===== src/rtl/riscv_fetch_pkg.sv =====
// Shared constants and helpers for the instruction fetch front end.
// Imported by the prefetch buffer, its queue, and the testbench.
package riscv_fetch_pkg;

  localparam int          XLEN     = 32;
  localparam logic [31:0] INST_NOP = 32'h0000_0013;
  localparam int unsigned PC_STEP  = 4;

  // Classification of an incoming memory response.
  typedef enum logic [1:0] {
    RSP_NONE,
    RSP_FILL,
    RSP_DROP,
    RSP_STRAY
  } rsp_kind_t;

  // Queue pointers carry one extra wrap bit so that full and empty can be told apart.
  function automatic int ptr_w(input int depth);
    return $clog2(depth) + 1;
  endfunction

endpackage


===== src/rtl/inst_prefetch_buffer_if.sv =====
// Fetch-side bundle: the instruction memory request/response channel plus
// the IF_ID presentation and redirect controls.
interface inst_prefetch_buffer_if #(
  parameter int XLEN = 32
);

  logic            imem_req_valid;
  logic [XLEN-1:0] imem_req_addr;
  logic            imem_req_ready;
  logic            imem_rsp_valid;
  logic [XLEN-1:0] imem_rsp_data;
  logic            if_valid;
  logic [XLEN-1:0] if_pc;
  logic [XLEN-1:0] if_inst;
  logic            if_ready;
  logic            redirect;
  logic [XLEN-1:0] redirect_pc;

  modport master (
    output imem_req_valid,
    output imem_req_addr,
    input  imem_req_ready,
    input  imem_rsp_valid,
    input  imem_rsp_data,
    output if_valid,
    output if_pc,
    output if_inst,
    input  if_ready,
    input  redirect,
    input  redirect_pc
  );

  modport slave (
    input  imem_req_valid,
    input  imem_req_addr,
    output imem_req_ready,
    output imem_rsp_valid,
    output imem_rsp_data,
    input  if_valid,
    input  if_pc,
    input  if_inst,
    output if_ready,
    output redirect,
    output redirect_pc
  );

endinterface


===== src/rtl/fetch_queue.sv =====
// Circular pc/instruction store with alloc, fill and head pointers.
// Slots are reserved at request accept and filled in order as responses arrive.
module fetch_queue #(
  parameter int DEPTH = 4,
  parameter int XLEN  = 32,
  localparam int PW   = riscv_fetch_pkg::ptr_w(DEPTH)
) (
  input  logic            clk,
  input  logic            reset,
  input  logic            alloc,
  input  logic [XLEN-1:0] alloc_pc,
  input  logic            fill,
  input  logic [XLEN-1:0] fill_inst,
  input  logic            pop,
  input  logic            flush,
  output logic [PW-1:0]   used,
  output logic [PW-1:0]   pending,
  output logic [PW-1:0]   filled,
  output logic [XLEN-1:0] head_pc,
  output logic [XLEN-1:0] head_inst
);

  localparam int AW = $clog2(DEPTH);

  logic [XLEN-1:0] pc_mem   [DEPTH];
  logic [XLEN-1:0] inst_mem [DEPTH];
  logic [PW-1:0]   alloc_ptr;
  logic [PW-1:0]   fill_ptr;
  logic [PW-1:0]   head_ptr;
  logic            full;
  logic            do_alloc;
  logic            do_fill;
  logic            do_pop;

  assign used    = alloc_ptr - head_ptr;
  assign pending = alloc_ptr - fill_ptr;
  assign filled  = fill_ptr - head_ptr;
  assign full    = (used == PW'(DEPTH));

  // Each operation is guarded against its own underflow/overflow; a flush overrides all of them.
  assign do_alloc = alloc && !flush && !full;
  assign do_fill  = fill  && !flush && (pending != '0);
  assign do_pop   = pop   && !flush && (filled != '0);

  assign head_pc   = pc_mem[head_ptr[AW-1:0]];
  assign head_inst = inst_mem[head_ptr[AW-1:0]];

  always_ff @(posedge clk or negedge reset) begin
    if (!reset) begin
      alloc_ptr <= '0;
      fill_ptr  <= '0;
      head_ptr  <= '0;
    end else if (flush) begin
      fill_ptr <= alloc_ptr;
      head_ptr <= alloc_ptr;
    end else begin
      if (do_alloc) alloc_ptr <= alloc_ptr + 1'b1;
      if (do_fill)  fill_ptr  <= fill_ptr + 1'b1;
      if (do_pop)   head_ptr  <= head_ptr + 1'b1;
    end
  end

  // Storage carries no reset: a slot is only read once its pointers mark it filled.
  always_ff @(posedge clk) begin
    if (do_alloc) pc_mem[alloc_ptr[AW-1:0]] <= alloc_pc;
    if (do_fill)  inst_mem[fill_ptr[AW-1:0]] <= fill_inst;
  end

  a_no_alloc_when_full : assert property (
    @(posedge clk) disable iff (!reset) (alloc && !flush) |-> !full
  ) else $error("fetch_queue: allocation attempted while full");

endmodule


===== src/rtl/inst_prefetch_buffer.sv =====
// In-order instruction prefetch front end: issues sequential fetches, buffers the
// returned words with their PCs, and presents them to IF_ID with stall and redirect.
module inst_prefetch_buffer #(
  parameter int              DEPTH    = 4,
  parameter int              XLEN     = riscv_fetch_pkg::XLEN,
  parameter logic [XLEN-1:0] RESET_PC = '0
) (
  input logic                    clk,
  input logic                    reset,
  inst_prefetch_buffer_if.master bus
);

  import riscv_fetch_pkg::*;

  localparam int PW = ptr_w(DEPTH);
  // Responses still owed from before a redirect can outnumber the queue, so the drop counter is wider.
  localparam int DW = PW + 2;

  logic [XLEN-1:0] fetch_pc;
  logic [DW-1:0]   drop_cnt;
  logic [DW-1:0]   drop_on_redirect;
  logic [DW:0]     drop_sum;
  logic [PW-1:0]   used;
  logic [PW-1:0]   pending;
  logic [PW-1:0]   filled;
  logic [XLEN-1:0] head_pc;
  logic [XLEN-1:0] head_inst;
  logic            accept;
  logic            fill_en;
  logic            pop_en;
  rsp_kind_t       rsp_kind;

  assign bus.imem_req_valid = reset && !bus.redirect && (used < PW'(DEPTH));
  assign bus.imem_req_addr  = fetch_pc;
  assign accept             = bus.imem_req_valid && bus.imem_req_ready;

  assign bus.if_valid = (filled != '0);
  assign bus.if_pc    = bus.if_valid ? head_pc : '0;
  assign bus.if_inst  = bus.if_valid ? head_inst : XLEN'(INST_NOP);

  assign pop_en  = bus.if_valid && bus.if_ready && !bus.redirect;
  assign fill_en = (rsp_kind == RSP_FILL) && !bus.redirect;

  // Responses first pay off words owed to a flushed stream before filling live slots.
  always_comb begin
    rsp_kind = RSP_NONE;
    if (bus.imem_rsp_valid) begin
      if (drop_cnt != '0)     rsp_kind = RSP_DROP;
      else if (pending != '0) rsp_kind = RSP_FILL;
      else                    rsp_kind = RSP_STRAY;
    end
  end

  // On redirect every in-flight request becomes debt; a response arriving in that same cycle pays one off.
  always_comb begin
    drop_sum = {1'b0, drop_cnt} + (DW+1)'(pending);
    if (bus.imem_rsp_valid && (drop_sum != '0)) drop_sum = drop_sum - 1'b1;
    drop_on_redirect = drop_sum[DW] ? '1 : drop_sum[DW-1:0];
  end

  always_ff @(posedge clk or negedge reset) begin
    if (!reset) begin
      fetch_pc <= RESET_PC;
      drop_cnt <= '0;
    end else if (bus.redirect) begin
      fetch_pc <= bus.redirect_pc & ~XLEN'(3);
      drop_cnt <= drop_on_redirect;
    end else begin
      if (accept)               fetch_pc <= fetch_pc + XLEN'(PC_STEP);
      if (rsp_kind == RSP_DROP) drop_cnt <= drop_cnt - 1'b1;
    end
  end

  fetch_queue #(
    .DEPTH (DEPTH),
    .XLEN  (XLEN)
  ) u_queue (
    .clk       (clk),
    .reset     (reset),
    .alloc     (accept),
    .alloc_pc  (fetch_pc),
    .fill      (fill_en),
    .fill_inst (bus.imem_rsp_data),
    .pop       (pop_en),
    .flush     (bus.redirect),
    .used      (used),
    .pending   (pending),
    .filled    (filled),
    .head_pc   (head_pc),
    .head_inst (head_inst)
  );

  a_no_stray_response : assert property (
    @(posedge clk) disable iff (!reset) bus.imem_rsp_valid |-> (rsp_kind != RSP_STRAY)
  ) else $error("inst_prefetch_buffer: response with nothing outstanding");

endmodule


===== src/flat_wrapper.sv =====
// flat-port wrapper written by rule: the top's interface ports become plain ports
module inst_prefetch_buffer_flat import riscv_fetch_pkg::*;
#(
  parameter int              DEPTH    = 4,
  parameter int              XLEN     = riscv_fetch_pkg::XLEN,
  parameter logic [XLEN-1:0] RESET_PC = '0
)
  (clk, reset, bus_imem_req_valid, bus_imem_req_addr, bus_imem_req_ready, bus_imem_rsp_valid, bus_imem_rsp_data, bus_if_valid, bus_if_pc, bus_if_inst, bus_if_ready, bus_redirect, bus_redirect_pc);
  inst_prefetch_buffer_if #(.XLEN(XLEN)) bus_i ();
  input logic clk;
  input logic reset;
  output wire logic [$bits(bus_i.imem_req_valid)-1:0] bus_imem_req_valid;
  output wire logic [$bits(bus_i.imem_req_addr)-1:0] bus_imem_req_addr;
  input wire logic [$bits(bus_i.imem_req_ready)-1:0] bus_imem_req_ready;
  input wire logic [$bits(bus_i.imem_rsp_valid)-1:0] bus_imem_rsp_valid;
  input wire logic [$bits(bus_i.imem_rsp_data)-1:0] bus_imem_rsp_data;
  output wire logic [$bits(bus_i.if_valid)-1:0] bus_if_valid;
  output wire logic [$bits(bus_i.if_pc)-1:0] bus_if_pc;
  output wire logic [$bits(bus_i.if_inst)-1:0] bus_if_inst;
  input wire logic [$bits(bus_i.if_ready)-1:0] bus_if_ready;
  input wire logic [$bits(bus_i.redirect)-1:0] bus_redirect;
  input wire logic [$bits(bus_i.redirect_pc)-1:0] bus_redirect_pc;
  assign bus_imem_req_valid = bus_i.imem_req_valid;
  assign bus_imem_req_addr = bus_i.imem_req_addr;
  assign bus_i.imem_req_ready = bus_imem_req_ready;
  assign bus_i.imem_rsp_valid = bus_imem_rsp_valid;
  assign bus_i.imem_rsp_data = bus_imem_rsp_data;
  assign bus_if_valid = bus_i.if_valid;
  assign bus_if_pc = bus_i.if_pc;
  assign bus_if_inst = bus_i.if_inst;
  assign bus_i.if_ready = bus_if_ready;
  assign bus_i.redirect = bus_redirect;
  assign bus_i.redirect_pc = bus_redirect_pc;
  inst_prefetch_buffer #(.DEPTH(DEPTH), .XLEN(XLEN), .RESET_PC(RESET_PC)) u_core (.clk(clk), .reset(reset), .bus(bus_i));
endmodule

===== config.mk =====
export PLATFORM = sky130hd
export DESIGN_NAME = inst_prefetch_buffer_flat
export DESIGN_NICKNAME = d
export VERILOG_FILES = /design/src/rtl/riscv_fetch_pkg.sv /design/src/rtl/inst_prefetch_buffer_if.sv /design/src/rtl/fetch_queue.sv /design/src/rtl/inst_prefetch_buffer.sv /design/src/flat_wrapper.sv
export SDC_FILE = /design/constraint.sdc
export NUM_CORES = 1
export LEC_CHECK = 0
export CAP_MARGIN = 20
export CORE_MARGIN = 8
export CORE_UTILIZATION = 55
export DETAILED_ROUTE_END_ITERATION = 10
export HOLD_SLACK_MARGIN = 0.05
export PLACE_DENSITY = 0.8
export SYNTH_ARGS = -nofsm -noshare
export SYNTH_HDL_FRONTEND = slang
export SYNTH_HIERARCHICAL = 1
export SYNTH_SLANG_ARGS = --single-unit

===== constraint.sdc =====
create_clock -name clk -period 3.6 [get_ports clk]
set_input_delay 0.72 -clock clk [delete_from_list [all_inputs] [get_ports clk]]
set_output_delay 0.72 -clock clk [all_outputs]
set_load 0.05 [all_outputs]

==> results of run 1 <==
registers in the layout (all words and copies together), names as in the netlist:
name / cells
u_core/u_queue/pc_mem: 128
u_core/u_queue/alloc_ptr: 3
u_core/u_queue/inst_mem: 128
u_core/u_queue/head_ptr: 3
u_core/u_queue/fill_ptr: 3
u_core/drop_cnt: 5
u_core/bus.imem_req_addr: 30
repair_timing:
| action | CTS | global route |
|---|---|---|
| gates resized for setup | 7 | 33 |
| gates cloned | 1 | 2 |
| hold endpoints to repair | 0 | 0 |
| pin swaps | 1 | 1 |
| endpoints found under the setup margin | 65 | 61 |
| buffers inserted | 2 | 0 |
metrics by stage:
stage / power, mW / hold WS, ps
finish: 15.98 / 340.0
global route: 16.68 / 387.5
CTS: 15.65 / 354.1
detailed placement: 12.33 / 608.2
global placement: 12.23 / 586.5
floorplan: 9.951 / 424.4
where the power goes:
part | internal (mW) | total [mW] | leakage (nW) | switching [mW]
Combinational | 3.40 | 8.65 | 2.45 | 5.25
Clock | 1.86 | 3.11 | 0.473 | 1.25
Sequential | 3.97 | 4.22 | 2.83 | 0.251
how the worst max path moves through the flow:
stage                                         endpoint
6_report                                 bus_if_pc[22]
5_1_grt                                bus_if_inst[21]
4_1_cts                                  bus_if_pc[21]
3_5_place_dp            u_core/drop_cnt[0]$_DFFE_PN0P_
3_3_place_gp            u_core/drop_cnt[4]$_DFFE_PN0P_
2_1_floorplan  u_core/u_queue/inst_mem[0][0]$_DFFE_PP_
critical path, delay by kind of cell (launching register included):
kind / cells / cell delay, ps
and+or+nand+nor: 2 / 690
adders and majority gates: 2 / 730
DFF: 1 / 480
buffers and inverters: 3 / 400
metal layers:
metal | vias up | part of all wire (%)
met1 | 3786 | 39
met4 | 0 | 2.4
li1 | 3367 | -
met3 | 51 | 5.2
met5 | - | 0
met2 | 206 | 53
area by class of cell:
type,instances,area (um2)
fill,1490,7010
sequential,300,8796
tap,319,399.1
antenna,1,2.502
inverter,20,75.07
clock buffer,36,762.0
multi-input combinational,426,3941
clock inverter,17,224.0
timing repair buffer,197,2052
==> results.py, run 1 <==
metrics = {
    "status": {
        "status": "finished clean",
    },
    "global_routing": {
        "grt_pass1_vias": 7707,
        "busiest_layer": "met2",
        "grt_max_degree": 47,
        "grtUsageTotal_pct": 19.53,
        "grt_pass1_wl_mm": 43.29,
        "met1_usage_pct": 24.27,
        "antenna_found_initial": 1,
        "met2_usage_pct": 34.98,
        "overflow": 0,
        "grt_use_met3_pct": 2.745,
    },
    "sta": {
        "fmax_mhz": 281.6,
        "setup_viol": 0,
        "slew_violations": 0,
        "finalHoldViolations": 0,
        "max-slew-margin-rel_pct": 58.90,
        "timing.setup.tns_ps": 0,
        "worst_slew_pin_slew_ps": 616.5,
        "finalWorstSetupSlack_ps": 48.31,
        "fin_skew_ps": 13.59,
        "period_needed_ps": 3552,
        "fin_crit_sh_pct": 98.66,
    },
    "final_layout": {
        "area_growth_pct": 25.89,
        "layout_commonest_cell": "edfxtp_1",
        "mostFrequentLayoutCells": "edfxtp_1, clkdlybuf4s50_1, mux4_2",
        "postLayoutCellArea_mm2": 0.01625,
        "postLayoutCoreUtil_pct": 69.86,
        "stdcell_count": 1316,
        "drive_gt1_share_pct": 23.80,
        "final_net_count": 1068,
    },
    "yosys": {
        "synth.avg_cell_area_um2": 16.64,
        "synthCells": 776,
        "synth_area_mm2": 0.01291,
        "yosysWarnings": 6,
    },
    "worst_setup_path": {
        "path_cells": "ha_2 > fa_2 > inv_1 > or3_4 > buf_12 > and2_1 > buf_6",
        "reg2regPathDepth": 10,
        "slowest_delay_ps": 540,
        "worst_ep_arrival_time_ps": 2830,
        "crit_required_ps": 2880,
        "crit_path_start": "u_core/u_queue/head_ptr[0]$_DFFE_PN0P_",
        "r2r_start": "u_core/u_queue/head_ptr[0]$_DFFE_PN0P_",
        "r2r_slack_ps": 290,
        "end_kind": "output port",
        "r2r-end": "u_core/u_queue/pc_mem[0][29]$_DFFE_PP_",
        "worstPathMaxFanout": 20,
        "cp-start-kind": "flop",
        "crit_type": "reg -> out",
        "critPathSlowestCell": "fa_2",
    },
    "routing": {
        "routed_wl_mm": 28.43,
        "avgViaCountPerCell": 5.631,
        "drc": 0,
        "via_count": 7410,
        "drtIter0Drc": 577,
        "first_pass_iters": 7,
        "detail-route-antenna-nets": 0,
        "post_drt_wl_per_cell_um": 21.60,
    },
    "placement": {
        "gp_congestion": 0.8531,
        "place_hpwl_mm": 18.58,
        "dp_cells": 1257,
        "dp_slack_ps": 213.6,
        "dpl-instance-area_mm2": 0.01502,
        "portBuffers": 163,
    },
    "floorplan": {
        "fp.dieArea_mm2": 0.02863,
        "start_util_pct": 55.50,
        "die_x_um": 169.2,
        "ioPinCount": 168,
        "die_h_um": 169.2,
        "rows": 56,
        "core_mm2": 0.02326,
    },
    "clock_tree": {
        "ctsHtreeMaxLevel": 1,
        "cts-root-buf": "clkbuf_16",
        "cts_hold_buf": 0,
        "clock_sinks": 300,
        "clk_pin_slew_ps": 70,
        "insertion_delay_ps": 530,
        "ctsLongestPathBuffers": 3,
        "cts_buffers": 29,
        "cts_tree": "done",
    },
    "power_and_ir_drop": {
        "powerDensity_mw_per_mm2": 983.3,
        "power_leakage_nw": 5.753,
        "irDropWorstVdd_mv": 1.039,
    },
    "hold_path": {
        "min_path_type": "in -> async",
    },
    "job": {
        "max_cap_viol_count": 0,
    },
}
No activity file was read; power rests on OpenSTA's default activity.
==> inputs of run 2 (changes only) <==
- CORE_MARGIN: 8 -> not set
==> run 2 against run 1 <==
Worst setup slack got worse by 5.9 ps. Power decreased by 2.1%. Sequential cell count unchanged. First-iteration DRC count is 0.17% lower. Clock-buffer cell count grew 1. Global-route usage up 3.8 points. Via count rose by 0.96%.
==> results.py, run 2 (synthesis gave the netlist of run 1 again) <==
metrics = {
    "final_layout": {
        "postLayoutCoreUtil_pct": 70.38,
        "nFillCells": 1489,
        "area_growth_pct": 24.55,
        "mostFrequentLayoutCells": "edfxtp_1, clkdlybuf4s50_1, buf_4",
        "layout_commonest_cell": "edfxtp_1",
        "multiInputGateArea_mm2": 0.003933,
        "stdcell_count": 1312,
        "drive_gt1_share_pct": 23.49,
        "regArea_mm2": 0.008797,
        "final_net_count": 1069,
        "postLayoutCellArea_mm2": 0.01608,
    },
    "routing": {
        "post_drt_wl_per_cell_um": 21.60,
        "drtIter0Drc": 576,
        "avgViaCountPerCell": 5.702,
        "via_count": 7481,
        "drc": 0,
        "first_pass_iters": 5,
        "detail-route-antenna-nets": 0,
        "routed_wl_mm": 28.34,
    },
    "sta": {
        "setup_viol": 0,
        "fin_hold_ws_ps": 351.0,
        "fin_skew_ps": 7.306,
        "fin_crit_sh_pct": 98.82,
        "slew_violations": 0,
        "fmax_mhz": 281.1,
        "worst_slew_pin_slew_ps": 784.3,
        "period_needed_ps": 3558,
        "max-slew-margin-rel_pct": 47.71,
        "finalHoldViolations": 0,
        "rsz0062_at_grt": "yes",
    },
    "power_and_ir_drop": {
        "powerDensity_mw_per_mm2": 972.9,
        "irDropWorstVdd_mv": 0.9678,
        "power_leakage_nw": 5.688,
    },
    "floorplan": {
        "die_h_um": 155.2,
        "start_util_pct": 56.51,
        "fp.dieArea_mm2": 0.02409,
        "die_x_um": 155.2,
        "core_mm2": 0.02285,
        "rows": 55,
        "ioPinCount": 168,
    },
    "global_routing": {
        "grtUsageTotal_pct": 23.33,
        "overflow": 0,
        "antenna_found_initial": 4,
        "grt_max_degree": 55,
        "grt_pass1_wl_mm": 42.37,
        "grt_pass1_vias": 7544,
    },
    "clock_tree": {
        "cts_buffers": 28,
        "insertion_delay_ps": 530,
        "clock_sinks": 300,
        "cts_tree": "done",
        "ctsLongestPathBuffers": 3,
        "clk_pin_slew_ps": 60,
        "ctsHtreeMaxLevel": 1,
        "cts_hold_buf": 0,
        "cts-root-buf": "clkbuf_16",
    },
    "placement": {
        "dp_cells": 1249,
        "place_hpwl_mm": 16.95,
        "dpl-instance-area_mm2": 0.01496,
        "gp_congestion": 0.8761,
        "portBuffers": 163,
    },
    "worst_setup_path": {
        "end_kind": "output port",
        "path_cells": "ha_2 > fa_2 > inv_1 > or3_4 > clkbuf_16 > and2_1 > buf_4",
        "reg2regPathDepth": 11,
        "slowest_delay_ps": 530,
        "r2r-end": "u_core/drop_cnt[0]$_DFFE_PN0P_",
        "r2r_slack_ps": 220,
        "crit_required_ps": 2880,
        "cp-start-kind": "flop",
        "worstPathMaxFanout": 13,
        "crit_type": "reg -> out",
        "r2r_start": "u_core/u_queue/fill_ptr[0]$_DFFE_PN0P_",
        "critPathSlowestCell": "fa_2",
        "worst_ep_arrival_time_ps": 2840,
        "worstSetupEndpoint": "bus_if_inst[3]",
        "crit_path_start": "u_core/u_queue/head_ptr[0]$_DFFE_PN0P_",
    },
    "job": {
        "max_cap_viol_count": 0,
    },
    "status": {
        "status": "finished clean",
    },
    "hold_path": {
        "min_path_type": "in -> async",
    },
}
run 2: worst min path at each step:
| stage | from | end | slack (ps) |
|---|---|---|---|
| 6_report | reset | u_core/drop_cnt[3]$_DFFE_PN0P_ | 350 |
| 5_1_grt | reset | u_core/bus.imem_req_addr[5]$_DFFE_PN0N_ | 390 |
| 4_1_cts | reset | u_core/drop_cnt[3]$_DFFE_PN0P_ | 380 |
| 3_5_place_dp | u_core/bus.imem_req_addr[8]$_DFFE_PN0N_ | u_core/u_queue/pc_mem[1][8]$_DFFE_PP_ | 590 |
| 3_3_place_gp | u_core/bus.imem_req_addr[8]$_DFFE_PN0N_ | u_core/u_queue/pc_mem[2][8]$_DFFE_PP_ | 560 |
| 2_1_floorplan | reset | u_core/bus.imem_req_addr[10]$_DFFE_PN0N_ | 420 |
run 2: report_power, final:
part	leakage, nW	switching [mW]	internal [mW]
logic	2.44	5.25	3.40
registers	2.83	0.257	3.97
clock network	0.417	1.20	1.56
total	5.69	6.71	8.94
run 2: critical path, delay by kind of cell, from the launching register on:
kind	cells	cell delay, ps
buf+inv	3	450
fa+ha+maj	2	710
flops	1	490
simple gates	2	640
run 2: repair_timing:
item	4_1_cts	5_1_grt
buffers inserted	1	3
cloned	1	4
hold endpoints to repair	0	0
endpoints found under the setup margin	64	59
gates resized for setup	6	23
pin swaps	0	1
run 2: per-layer routing:
layer  vias up  routed length [um]  track usage (%)
li1       3372                   -                -
met1      3769               11230            31.42
met2       289               14240            38.91
met3        51                2039            3.844
met4         0                 836            8.263
met5         -                   0                0
run 2: per-stage QoR:
stage | setup WS [ps] | power, mW | TNS, ps
after floorplan | 278.0 | 9.951 | 0
after global placement | 276.5 | 12.15 | 0
after detailed placement | 278.8 | 12.27 | 0
after CTS | 7.236 | 15.21 | 0
after global routing | -20.32 | 16.35 | -29.15
final | 42.40 | 15.64 | 0
run 2: final cells by class:
class / instances / area share, %
timing repair buffer: 199 / 12.51
clock inverter: 14 / 0.6070
multi-input combinational: 426 / 24.46
sequential: 300 / 54.71
clock buffer: 37 / 4.762
tap: 313 / 2.436
inverter: 20 / 0.4669
antenna: 3 / 0.04669
